--- src/rtl/regfile_pkg.sv ---
// regfile_pkg: shared definitions for the register-file write-port arbiter.
//   NUM_WR_REQ       number of requesters sharing the write port
//   REQ_WB/LD/DBG    requester indices (writeback, load return, debug loader)
//   REG_ZERO/REG_PC  architecturally special register addresses
//   arb_state_t      arbiter FSM states
//   onehot_to_idx    encode a 3-bit one-hot grant into a requester index
package regfile_pkg;

  localparam int NUM_WR_REQ = 3;
  localparam int REQ_WB     = 0;
  localparam int REQ_LD     = 1;
  localparam int REQ_DBG    = 2;

  localparam logic [3:0] REG_ZERO = 4'd0;
  localparam logic [3:0] REG_PC   = 4'd15;

  typedef enum logic {
    ARB    = 1'b0,
    LOCKED = 1'b1
  } arb_state_t;

  function automatic logic [1:0] onehot_to_idx(input logic [2:0] oh);
    logic [1:0] idx;
    idx = 2'd0;
    if (oh[1]) idx = 2'd1;
    if (oh[2]) idx = 2'd2;
    return idx;
  endfunction

endpackage

--- src/rtl/rr_pick3.sv ---
// rr_pick3: combinational three-way picker.
//   req     [2:0]  eligible requests (already masked for stall/lock)
//   ptr     [1:0]  index of the last granted requester
//   starved [2:0]  requesters whose wait counter is saturated
//   pick    [2:0]  one-hot winner, zero when nothing is eligible
// A starved, requesting index beats everything (lowest index first);
// otherwise the search starts just after ptr and wraps.
module rr_pick3 (
  input  logic [2:0] req,
  input  logic [1:0] ptr,
  input  logic [2:0] starved,
  output logic [2:0] pick
);

  logic [2:0] hungry;

  always_comb begin
    // NOTE: every always_comb output gets a default first so no path leaves it unassigned (no latch).
    pick   = '0;
    hungry = req & starved;
    if (|hungry) begin
      if      (hungry[0]) pick = 3'b001;
      else if (hungry[1]) pick = 3'b010;
      else                pick = 3'b100;
    end else begin
      case (ptr)
        2'd0: begin
          if      (req[1]) pick = 3'b010;
          else if (req[2]) pick = 3'b100;
          else if (req[0]) pick = 3'b001;
        end
        2'd1: begin
          if      (req[2]) pick = 3'b100;
          else if (req[0]) pick = 3'b001;
          else if (req[1]) pick = 3'b010;
        end
        default: begin
          if      (req[0]) pick = 3'b001;
          else if (req[1]) pick = 3'b010;
          else if (req[2]) pick = 3'b100;
        end
      endcase
    end
  end

endmodule

--- src/rtl/regfile_write_arbiter.sv ---
// regfile_write_arbiter: shares the register-file write port among
// writeback (0), load return (1) and the debug loader (2).
//   clk, rst   clock and synchronous active-high reset
//   stall      blocks all grants this cycle
//   req        per-requester write request, held until granted
//   addr/data  per-requester destination register and write data
//   lock       requester 2 takes the port exclusively while high
//   gnt        one-hot combinational grant
//   A3/WD3/WE3 registered write port, one cycle after the grant
//   locked     FSM is in LOCKED
//   starved    per-requester wait counter has reached WAIT_MAX
module regfile_write_arbiter
  import regfile_pkg::*;
#(
  parameter int N        = 24,
  parameter int WAIT_MAX = 7
) (
  input  logic                clk,
  input  logic                rst,
  input  logic                stall,
  input  logic [2:0]          req,
  input  logic [2:0][3:0]     addr,
  input  logic [2:0][N-1:0]   data,
  input  logic                lock,
  output logic [2:0]          gnt,
  output logic [3:0]          A3,
  output logic [N-1:0]        WD3,
  output logic                WE3,
  output logic                locked,
  output logic [2:0]          starved
);

  localparam logic [3:0] WAIT_SAT = 4'(WAIT_MAX);

  arb_state_t               state, state_nxt;
  logic [1:0]               ptr;
  logic [NUM_WR_REQ-1:0][3:0] cnt;
  logic                     arb_mode;
  logic [2:0]               elig;
  logic [2:0]               pick;
  logic [1:0]               gidx;
  logic                     do_write;

  // In LOCKED, the first cycle with lock low is already arbitrated normally.
  always_comb begin
    arb_mode  = (state == ARB) || !lock;
    elig      = '0;
    state_nxt = state;
    if (!stall) elig = arb_mode ? req : (req & 3'b100);
    if (arb_mode) state_nxt = (pick[REQ_DBG] && lock) ? LOCKED : ARB;
  end

  rr_pick3 u_pick (
    .req     (elig),
    .ptr     (ptr),
    .starved (starved),
    .pick    (pick)
  );

  for (genvar i = 0; i < NUM_WR_REQ; i++) begin : g_starved
    assign starved[i] = (cnt[i] == WAIT_SAT);
  end

  assign gnt      = pick;
  assign gidx     = onehot_to_idx(pick);
  assign locked   = (state == LOCKED);
  // The zero register is accepted but never written; REG_PC passes through.
  assign do_write = (|pick) && (addr[gidx] != REG_ZERO);

  // NOTE: sequential state uses non-blocking assignments so every register samples pre-edge values.
  always_ff @(posedge clk) begin
    if (rst) begin
      state <= ARB;
      ptr   <= 2'd2;
      cnt   <= '0;
      A3    <= '0;
      WD3   <= '0;
      WE3   <= 1'b0;
    end else begin
      state <= state_nxt;
      if (|pick) ptr <= gidx;
      for (int i = 0; i < NUM_WR_REQ; i++) begin
        if (!req[i] || pick[i])      cnt[i] <= '0;
        else if (cnt[i] != WAIT_SAT) cnt[i] <= cnt[i] + 4'd1;
      end
      WE3 <= do_write;
      if (do_write) begin
        A3  <= addr[gidx];
        WD3 <= data[gidx];
      end
    end
  end

endmodule
--- config.mk ---
export PLATFORM = sky130hd
export DESIGN_NAME = regfile_write_arbiter
export DESIGN_NICKNAME = d
export VERILOG_FILES = /design/src/rtl/regfile_pkg.sv /design/src/rtl/rr_pick3.sv /design/src/rtl/regfile_write_arbiter.sv
export SDC_FILE = /design/constraint.sdc
export NUM_CORES = 1
export LEC_CHECK = 0
export BUFFER_PORTS_ARGS = -buffer_cell sky130_fd_sc_hd__buf_2
export CORE_UTILIZATION = 30
export DETAILED_ROUTE_END_ITERATION = 8
export GPL_TIMING_DRIVEN = 0
export PLACE_DENSITY = 0.7
export SETUP_SLACK_MARGIN = 0.02
export SYNTH_ARGS = -nofsm -noshare
export SYNTH_HDL_FRONTEND = slang
export SYNTH_SLANG_ARGS = --single-unit
--- constraint.sdc ---
create_clock -name clk -period 2.25 [get_ports clk]
set_input_delay 0.225 -clock clk [delete_from_list [all_inputs] [get_ports clk]]
set_output_delay 0.225 -clock clk [all_outputs]
set_load 0.05 [all_outputs]
==> impl_metrics.toml <==
[setup_path]
cp.buffers_inverters = 3
crit_path_top_delay_cell = "sky130_fd_sc_hd__dfxtp_4"
critPathKind = "reg -> reg"
reg2reg_depth = 11
regToRegSetupSlack_ps = -280
worst_setup_path_end_kind = "flop"
worst_path_largest_cell_delay_ps = 360
timing.critical_path.required_ps = 2480
cp-start-kind = "flop"
crit_chain = "ha_4 > nand3b_4 > inv_8 > a211o_1 > a21oi_4 > mux2_4 > mux2i_1 > a41o_1 > buf_6 > clkbuf_16 > mux2i_1"
worst-endpoint-arrival_ps = 2760
worst_path_most_repeated_cell = "sky130_fd_sc_hd__mux2i_1"
path_max_fanout = 6
path_delay_family = "compound AO/OA/AOI/OAI gates"
critical_path.reg2reg.startpoint = "cnt[0]$_SDFFE_PP0P_"
critical_path.reg2reg.endpoint = "WD3[23]$_SDFFE_PP0P_"

[global_routing]
grt_pass1_wl_um = 11940
pin_count_of_the_biggest_net_entering_global_routing = 13
antenna_found_initial = 0
grt.total_usage = 0.1793
global_route.overflow_total = 0
first_global_vias = 2529

[sta]
worst_slew_pin_tran_ps = 594.0
setup_ws_ps = -284.1
fin_worst_skew_ps = 5.724
grt_setup_unrepaired = "true"
max_clock_freq_mhz = 394.6
timing_hold_violations_final = 0
layout_min_cycle_time_ps = 2534
timing.max_slew.rel_slack = 0.6040
report.final.setup_viol = 30
timing.final.crit_share = 1.126
number_of_max_slew_violations_in_the_final_report = 0

[pwr]
p_switching_mw = 0.7522
clock_power_share = 0.241
cellInternalPower_mw = 1.393
switching_share_of_power = 0.3507
cellPowerDensity_mw_per_mm2 = 567.6
power.ir.vdd_worst_v = 0.0002806
sequentialPowerShare = 0.410
leakage_component_of_the_power_nw = 1.934
pwr-share-comb = 0.349

[placed_design]
buffer_ports.inserted = 125
place_area_mm2 = 0.003301
place_congestion = 0.8780
place_ws_ps = -455.0
post-dp-hpwl_um = 5613

[clocking]
insertion_delay_ps = 300
clock_sink_count = 44
htree_num_levels = 2
library_cell_used_as_clock_root_buffer = "sky130_fd_sc_hd__clkbuf_8"
cts.reportedPaths.clkPinSlew_ps = 80
cts_buffer_depth = 2
holdBufCountCts = 0
numCtsBuffers = 5
tritoncts = "done"

[min_path]
worstHoldPathType = "in -> reg"
timing.hold.worst_endpoint = "locked$_SDFFE_PP0N_"
timing.hold.worst.start = "lock"
worst_hold_path.num_cells = 2

[die]
die_span_in_y_um = 92.00
fp-row-count = 32
die-width_um = 92.00
die_area_mm2 = 0.008463
floorplan.core_area_mm2 = 0.007767
boundaryPins = 127
floorplan.initialDensity = 0.3128

[finish]
multiInputGateArea_mm2 = 0.001593
nFillCells = 746
final_util = 0.4865
final_area_mm2 = 0.003779
layout_common_cells = "sky130_fd_sc_hd__buf_2, sky130_fd_sc_hd__nand2_1, sky130_fd_sc_hd__mux2i_1"
drive_gt1_frac = 0.4700
layout.area.seq_um2 = 902.1
antenna_cells = 0
area_growth_syn_to_layout_pct = 55.51
final_nets = 527
mostFrequentLayoutCell = "sky130_fd_sc_hd__buf_2"

[synth]
flip_flop_and_latch_count_after_synthesis = 44
avg_synthesized_cell_area_um2 = 8.772
netlist_area_mm2 = 0.002430
synthDistinctLibCells = 36
ys.warnings.count = 0
mappedNetlistNets = 371
post_synth_inst_count = 277
synth.yosys.seq_area_share = 0.3625

[status]
run_status = "finished, violations left"
violations = "setup timing"

[detailed_routing]
detailedRoute.firstIterationViolations = 54
wl_um = 7657
number_of_iterations_in_the_first_detailed_routing_pass = 4
drt-wirelength-per-cell_um = 14.29
drc = 0
ant_nets = 0
detail_route.vias_per_cell = 4.741
dr_total_vias = 2541

[run]
max-cap-violations = 0
state kept, by name (all words and copies together) (netlist names):
register / cells
cnt: 12
ptr: 2
locked: 1
WE3: 1
WD3: 24
A3: 4
synthesized netlist by cell type (all sizes together):
| master | n | area share |
|---|---|---|
| or3 | 1 | 0.0026 |
| nand2 | 58 | 0.090 |
| o21ai | 5 | 0.010 |
| o211ai | 25 | 0.077 |
| o211a | 1 | 0.0041 |
| a41o | 1 | 0.0041 |
| clkbuf | 9 | 0.014 |
| a21bo | 1 | 0.0041 |
| nor3 | 9 | 0.019 |
| buf | 10 | 0.025 |
| nor2 | 13 | 0.020 |
| o221ai | 1 | 0.0036 |
| inv | 6 | 0.0093 |
| a21oi | 10 | 0.025 |
| dfxtp | 44 | 0.36 |
| nand4bb | 1 | 0.0046 |
| nand3b | 3 | 0.018 |
| mux2i | 53 | 0.22 |
| ha | 3 | 0.015 |
| a211oi | 1 | 0.0031 |
| nor2b | 1 | 0.0026 |
| xnor2 | 3 | 0.011 |
| mux2 | 4 | 0.019 |
| nand2b | 1 | 0.0026 |
| nand3 | 7 | 0.014 |
| a31o | 4 | 0.014 |
| or3b | 1 | 0.0036 |
| a211o | 1 | 0.0036 |
metal layers:
metal | GRT usage | up-vias | part of all wire
li1 | - | 1299 | -
met1 | 0.2079 | 1136 | 0.42
met2 | 0.3246 | 94 | 0.50
met3 | 0.04892 | 12 | 0.064
met4 | 0.04297 | 0 | 0.015
met5 | 0 | - | 0
layout make-up:
type                            count  share of cell area
Inverter                            6             0.01192
Multi-Input combinational cell    208              0.4215
Tap cell                          102             0.03377
Timing Repair Buffer              149              0.2278
Sequential cell                    44              0.2387
Clock buffer                        8             0.02384
Buffer                             19             0.04238
stage by stage:
| step | total power [mW] | hold slack (ps) | TNS, ps | instances |
|---|---|---|---|---|
| floorplan | 1.357 | 348.2 | -3810 | 277 |
| global placement | 1.548 | 442.6 | -9466 | 504 |
| detailed placement | 1.559 | 449.3 | -10680 | 504 |
| CTS | 2.122 | 164.2 | -7874 | 523 |
| global route | 2.253 | 157.4 | -10720 | 536 |
| finish | 2.145 | 168.3 | -7178 | 536 |
repair_timing:
item | CTS | global route
cloned | 1 | 1
endpoints found under the setup margin | 34 | 31
gates resized for setup | 24 | 29
pin swaps | 2 | 3
setup buffers | 10 | 12
kinds of logic (layout without fill, tap and decap cells):
family	Yosys count	count (layout)	synth area share
multiplexers	57	57	0.2369
XOR/XNOR	3	3	0.01082
AND/OR/NAND/NOR	95	95	0.1761
AO/OA/AOI/OAI	50	50	0.1498
flip-flops	44	44	0.3625
buffers and inverters	25	182	0.04840
adder cells (fa/ha/maj)	3	3	0.01545
how the worst max path moves through the flow:
stage,startpoint,endpoint,slack [ps],depth (start not counted)
after global routing,cnt[1]$_SDFFE_PP0P_,WD3[18]$_SDFFE_PP0P_,-410,11
after detailed placement,cnt[1]$_SDFFE_PP0P_,WD3[7]$_SDFFE_PP0P_,-460,10
after floorplan,cnt[0]$_SDFFE_PP0P_,WD3[15]$_SDFFE_PP0P_,-170,11
final,cnt[0]$_SDFFE_PP0P_,WD3[23]$_SDFFE_PP0P_,-280,11
after global placement,cnt[0]$_SDFFE_PP0P_,WD3[6]$_SDFFE_PP0P_,-390,10
after CTS,cnt[1]$_SDFFE_PP0P_,WD3[23]$_SDFFE_PP0P_,-290,11
power by group through the flow:
stage / sequential (mW) / clock [mW] / combinational [mW]
floorplan: 1.09 / 0 / 0.272
global placement: 0.897 / 0 / 0.651
detailed placement: 0.898 / 0 / 0.662
CTS: 0.879 / 0.532 / 0.711
global route: 0.885 / 0.569 / 0.799
finish: 0.879 / 0.518 / 0.748
Power figures use the tool's default switching activity.
